$ cat src/rtl/pc_fetch_ctrl.sv
// Front-end program counter: picks the next fetch address from trap, redirect,
// return-address stack or sequential step, and offers it to instruction memory.
module pc_fetch_ctrl #(
  parameter int                WIDTH       = 32,
  parameter logic [WIDTH-1:0]  RESET_ADDR  = 32'h0000_0000,
  parameter logic [WIDTH-1:0]  TRAP_VECTOR = 32'h0000_0100,
  parameter int                INSTR_BYTES = 4,
  parameter int                RAS_DEPTH   = 4
) (
  input  logic                         clk,
  input  logic                         rst_n,
  input  logic                         stall,
  input  logic                         halt_req,
  input  logic                         redirect_valid,
  input  logic [WIDTH-1:0]             redirect_target,
  input  logic                         trap_valid,
  input  logic                         ras_push,
  input  logic [WIDTH-1:0]             ras_push_addr,
  input  logic                         ras_pop,
  input  logic                         fetch_ready,
  output logic                         fetch_valid,
  output logic [WIDTH-1:0]             pc,
  output logic [$clog2(RAS_DEPTH):0]   ras_count,
  output logic                         misalign_err
);

  localparam int                PTR_W      = $clog2(RAS_DEPTH);
  localparam int                CNT_W      = PTR_W + 1;
  localparam logic [WIDTH-1:0]  ALIGN_MASK = WIDTH'(INSTR_BYTES - 1);
  localparam logic [WIDTH-1:0]  STEP       = WIDTH'(INSTR_BYTES);
  localparam logic [CNT_W-1:0]  CNT_FULL   = CNT_W'(RAS_DEPTH);

  typedef enum logic [1:0] {
    ST_BOOT,
    ST_RUN,
    ST_HALTED
  } state_t;

  state_t             state_reg;
  logic [WIDTH-1:0]   pc_reg;
  logic               fetch_valid_reg;
  logic               misalign_reg;
  logic [CNT_W-1:0]   ras_count_reg;
  logic [PTR_W-1:0]   ras_top_reg;
  logic [WIDTH-1:0]   ras_mem [RAS_DEPTH];

  logic               active;
  logic               in_run;
  logic               fire;
  logic               take_trap;
  logic               take_redir;
  logic               take_halt;
  logic               take_pop;
  logic               take_seq;
  logic               do_push;
  logic [WIDTH-1:0]   redir_aligned;
  logic               redir_misaligned;
  logic [PTR_W-1:0]   ras_top_inc;
  logic [PTR_W-1:0]   ras_top_dec;
  logic [WIDTH-1:0]   ras_top_data;

  // Selection is a strict priority chain; BOOT swallows every request.
  always_comb begin
    active           = (state_reg != ST_BOOT);
    in_run           = (state_reg == ST_RUN);
    fire             = fetch_valid_reg & fetch_ready & ~stall;
    take_trap        = active & trap_valid;
    take_redir       = active & ~trap_valid & redirect_valid;
    take_halt        = active & ~trap_valid & ~redirect_valid & halt_req;
    take_pop         = in_run & ~trap_valid & ~redirect_valid & ~halt_req &
                       fire & ras_pop & (ras_count_reg != '0);
    take_seq         = in_run & ~trap_valid & ~redirect_valid & ~halt_req &
                       fire & ~take_pop;
    do_push          = active & ras_push;
    redir_aligned    = redirect_target & ~ALIGN_MASK;
    redir_misaligned = |(redirect_target & ALIGN_MASK);
    ras_top_inc      = ras_top_reg + PTR_W'(1);
    ras_top_dec      = ras_top_reg - PTR_W'(1);
    ras_top_data     = ras_mem[ras_top_reg];
  end

  always_ff @(posedge clk or negedge rst_n) begin
    if (!rst_n) begin
      state_reg       <= ST_BOOT;
      pc_reg          <= RESET_ADDR;
      fetch_valid_reg <= 1'b0;
      misalign_reg    <= 1'b0;
    end else begin
      misalign_reg <= take_redir & redir_misaligned;
      case (state_reg)
        ST_BOOT: begin
          state_reg       <= ST_RUN;
          fetch_valid_reg <= 1'b1;
        end
        default: begin
          if (take_trap) begin
            pc_reg          <= TRAP_VECTOR;
            state_reg       <= ST_RUN;
            fetch_valid_reg <= 1'b1;
          end else if (take_redir) begin
            pc_reg          <= redir_aligned;
            state_reg       <= ST_RUN;
            fetch_valid_reg <= 1'b1;
          end else if (take_halt) begin
            state_reg       <= ST_HALTED;
            fetch_valid_reg <= 1'b0;
          end else if (take_pop) begin
            pc_reg <= ras_top_data;
          end else if (take_seq) begin
            pc_reg <= pc_reg + STEP;
          end
        end
      endcase
    end
  end

  // Simultaneous push and consumed pop leave pointer and count untouched.
  always_ff @(posedge clk or negedge rst_n) begin
    if (!rst_n) begin
      ras_top_reg   <= '0;
      ras_count_reg <= '0;
    end else if (do_push && !take_pop) begin
      ras_top_reg   <= ras_top_inc;
      ras_count_reg <= (ras_count_reg == CNT_FULL) ? CNT_FULL : ras_count_reg + CNT_W'(1);
    end else if (take_pop && !do_push) begin
      ras_top_reg   <= ras_top_dec;
      ras_count_reg <= ras_count_reg - CNT_W'(1);
    end
  end

  // Storage carries no reset; a push into a full stack lands on the oldest slot.
  always_ff @(posedge clk) begin
    if (do_push) begin
      if (take_pop) begin
        ras_mem[ras_top_reg] <= ras_push_addr;
      end else begin
        ras_mem[ras_top_inc] <= ras_push_addr;
      end
    end
  end

  assign fetch_valid  = fetch_valid_reg;
  assign pc           = pc_reg;
  assign ras_count    = ras_count_reg;
  assign misalign_err = misalign_reg;

endmodule

$ cat config.mk
export PLATFORM = sky130hd
export DESIGN_NAME = pc_fetch_ctrl
export DESIGN_NICKNAME = d
export VERILOG_FILES = /design/src/rtl/pc_fetch_ctrl.sv
export SDC_FILE = /design/constraint.sdc
export NUM_CORES = 1
export LEC_CHECK = 0
export ABC_AREA = 1
export BUFFER_PORTS_ARGS = -buffer_cell sky130_fd_sc_hd__buf_2
export CAP_MARGIN = 10
export CORE_ASPECT_RATIO = 1.4
export CORE_UTILIZATION = 40
export CTS_BUF_LIST = sky130_fd_sc_hd__clkbuf_8
export CTS_CLUSTER_DIAMETER = 100
export CTS_CLUSTER_SIZE = 20
export DETAILED_ROUTE_END_ITERATION = 8
export HOLD_SLACK_MARGIN = 0.1
export PLACE_DENSITY = 0.58
export SLEW_MARGIN = 20
export SYNTH_ARGS = -nofsm -noshare
export SYNTH_HDL_FRONTEND = slang
export SYNTH_SLANG_ARGS = --single-unit
export TNS_END_PERCENT = 5
$ cat constraint.sdc
create_clock -name clk -period 4.85 [get_ports clk]
set_input_delay 0.2425 -clock clk [delete_from_list [all_inputs] [get_ports clk]]
set_output_delay 0.2425 -clock clk [all_outputs]
set_load 0.03 [all_outputs]
==> impl_metrics.tcl <==
set metrics [dict create \
    tritoncts "yes" \
    post_synth_most_frequent_cells "nand2_1 (267), nor2_1 (137), edfxtp_1 (128)" \
    synthFlopType "edfxtp_1" \
    hold_violations 0 \
    die_y_um 170 \
    drt_iter0_drc 333 \
    asyncSetResetFlopFracSynth 0.243 \
    clock-skew-final_ns 0.0134 \
    worstSkewPairLatency_ns 0.46 \
    power.density_cell_area_mw_per_mm2 436 \
    cpLargestDelayFamily "buffers and inverters" \
    gp_routability_congestion 0.889 \
    post-place-ws_ns 1.78 \
    area_delta_synth_final_pct 20.7 \
    fmax_mhz 323 \
    numCtsBuffers 17 \
    cp_common_cell "inv_1" \
    grt_util_all_layers 0.202 \
    p_leak_nw 4.12 \
    cts_post_setup_buffers_inserted 0 \
    global_route_wire_length_before_repair_um 31400 \
    grt_overflow_total 0 \
    first_global_vias 5977 \
    netlist_top_cells_area "edfxtp_1 (48%), dfrtp_1 (13%), nand2_1 (12%), nor2_1 (6.4%), a21oi_1 (2.7%)" \
    finalSetupViolations 0 \
    synth.lib_cells_used.distinct 38 \
    synth.net_count 946 \
    synthesis.yosys.warnings 0 \
    fp.dieArea_mm2 0.0207 \
    numPortBuffers 109 \
    ant_nets 0 \
    critPathLaunchType "flop" \
    grt.busiest_layer "met2" \
    vias_per_cell 4.97 \
    number_of_flip_flops_under_the_largest_register_name 128 \
    synth.top_cell.area_share 0.477 \
    use_met2 0.342 \
    vdd.ir_drop.worst_mv 0.224 \
    wire_per_inst_um 15.8 \
    largest_net_degree_at_the_start_of_global_routing 58 \
    synth-seq-cells 169 \
    vias 6376 \
    worstPathCellList "inv_1, ha_1, nand2_1, nand2_1, inv_1, nand2_2, buf_4, ha_1, inv_1, a21oi_2, inv_1, nor3_2, buf_4" \
    cts.sink_count 169 \
    firstDrtPassIters 4 \
    antenna_found_initial 0 \
    synthMostInstantiatedCell "nand2_1" \
    synthDominantAreaCellType "edfxtp_1" \
    max_cap_violations 0 \
    timing.critical_path.to_type "flop" \
    worst_pin_slew_ns 0.864 \
    synth_sequential_area_ratio 0.604 \
    timing_worst_setup_path_type "flop to flop" \
    worst_path_arrival_ns 3.19 \
    coreArea_mm2 0.0198 \
    grtUsageMet3 0.0355 \
    use_met1 0.257 \
    n_antenna_cell 0 \
    fin_tns_setup_ns 0 \
    crit_required_ns 4.94 \
    timing.final.crit_period_ns 3.10 \
    crit_buf_inv 6 \
    status "completed" \
    post_synth.cell_area_avg_um2 9.29 \
    combined_area_of_all_synthesized_cells_mm2 0.00806 \
    synth_enable_flop_cells 128 \
    cp_max_fo 32 \
    cts_htree_levels 4 \
    final_max_slew_viol_count 0 \
    cts_repair_resize_count 0 \
    drt_wl_total_um 20300 \
    clockRootBuffer "clkbuf_8" \
    floorplan_row_count 61 \
    fin_crit_sh 0.638 \
    finalNetCount 1096 \
    clk_transition_reported_paths_ns 0.10 \
    initial_core_util 0.408 \
    worst_slack_ns 1.75 \
    drc 0 \
    slew_headroom 0.423 \
    worst_path_max_delay_cell "buf_4" \
    synth_cells 867 \
    worst_hold_path_type "input port to flop" \
    dpl.hpwl_um 13400 \
    floorplan.io_pins 110 \
    crit_path_largest_cell_delay_ns 0.45 \
    layout_cells_sized_above_1 0.173 \
    die_width_um 122 \
    worst_case_clock_buffer_depth 2 \
    grt_setup_unrepaired "no" \
]
[worst paths after layout]
path,startpoint,end,slack (ns),cells after the start
setup / recovery,ras_count[0]$_DFFE_PN0P_,ras_mem[1][19]$_DFFE_PP_,1.75,13
setup reg to reg,ras_count[0]$_DFFE_PN0P_,ras_mem[1][19]$_DFFE_PP_,1.75,13
hold / removal,redirect_target[9],pc[9]$_DFFE_PN0P_,0.12,5
min in group asynchronous,rst_n,pc[22]$_DFFE_PN0P_,0.30,2
max in group asynchronous,rst_n,pc[11]$_DFFE_PN0P_,4.13,2
hold reg to reg,ras_count[1]$_DFFE_PN0P_,ras_count[1]$_DFFE_PN0P_,0.54,2
[power breakdown]
group / leakage (nW) / internal, mW / switching (mW)
registers: 1.70 / 1.82 / 0.125
logic: 2.20 / 0.391 / 0.868
clock network: 0.215 / 0.481 / 0.560
[worst reg2reg max path: stages, from the launching register on]
cell,delay (ns)
dfrtp_1,0.41
inv_1,0.12
ha_1,0.20
nand2_1,0.10
nand2_1,0.06
inv_1,0.05
nand2_2,0.05
buf_4,0.32
ha_1,0.36
inv_1,0.13
a21oi_2,0.23
inv_1,0.11
nor3_2,0.11
buf_4,0.45
[layout by cell type, fill, tap and decap left out, types with 4 or more instances in the layout]
| cell type | count |
|---|---|
| dlygate4sd3_1 | 49 |
| inv_1 | 34 |
| nand2_1 | 267 |
| nand3b_1 | 5 |
| buf_4 | 11 |
| xor2_1 | 6 |
| nor2_2 | 5 |
| a21oi_1 | 43 |
| nand3_1 | 39 |
| nor2_1 | 137 |
| xnor2_1 | 7 |
| clkbuf_8 | 17 |
| o21ai_0 | 42 |
| dfrtp_1 | 41 |
| inv_6 | 6 |
| o22ai_1 | 9 |
| nor3_2 | 4 |
| o21ai_1 | 5 |
| a22o_1 | 12 |
| edfxtp_1 | 128 |
| buf_2 | 108 |
| ha_1 | 6 |
| inv_2 | 9 |
[what timing repair did]
action,in CTS,in global routing
endpoints found under the setup margin,0,0
endpoints found under the hold margin,186,0
hold buffers,49,0
[per-layer routing]
metal	share of wire	wire (um)	vias up
li1	-	-	3206
met1	0.44	8890	2990
met2	0.50	10200	158
met3	0.037	756	22
met4	0.023	459	0
met5	0	0	-
[area by class of cell]
type	count	area [um^2]
Timing Repair Buffer	168	1110
Tap cell	252	315
Fill cell	1873	10000
Clock buffer	17	234
Clock inverter	15	181
Inverter	43	161
Sequential cell	169	4870
Multi-Input combinational cell	618	2850
[logic make-up after synthesis]
| logic type | after synthesis | synth area share |
|---|---|---|
| and+or+nand+nor | 473 | 0.237 |
| DFF | 169 | 0.604 |
| AOI/OAI and AO/OA | 126 | 0.0905 |
| buffers and inverters | 80 | 0.0443 |
| xor gates and xnor gates | 13 | 0.0141 |
| adders and majority gates | 6 | 0.00932 |
[stage by stage]
step	cells	utilization	instance area [um^2]	hold WS, ns	power (mW)
detailed placement	1201	0.446	8820	0.456	3.21
global route	1282	0.492	9730	0.107	4.49
floorplan	867	-	8060	-0.0531	2.80
CTS	1282	0.492	9720	0.100	4.27
global placement	1201	0.446	8820	0.458	3.20
finish	1282	0.492	9730	0.121	4.24
Note: power is estimated with default switching activity, not from simulation.
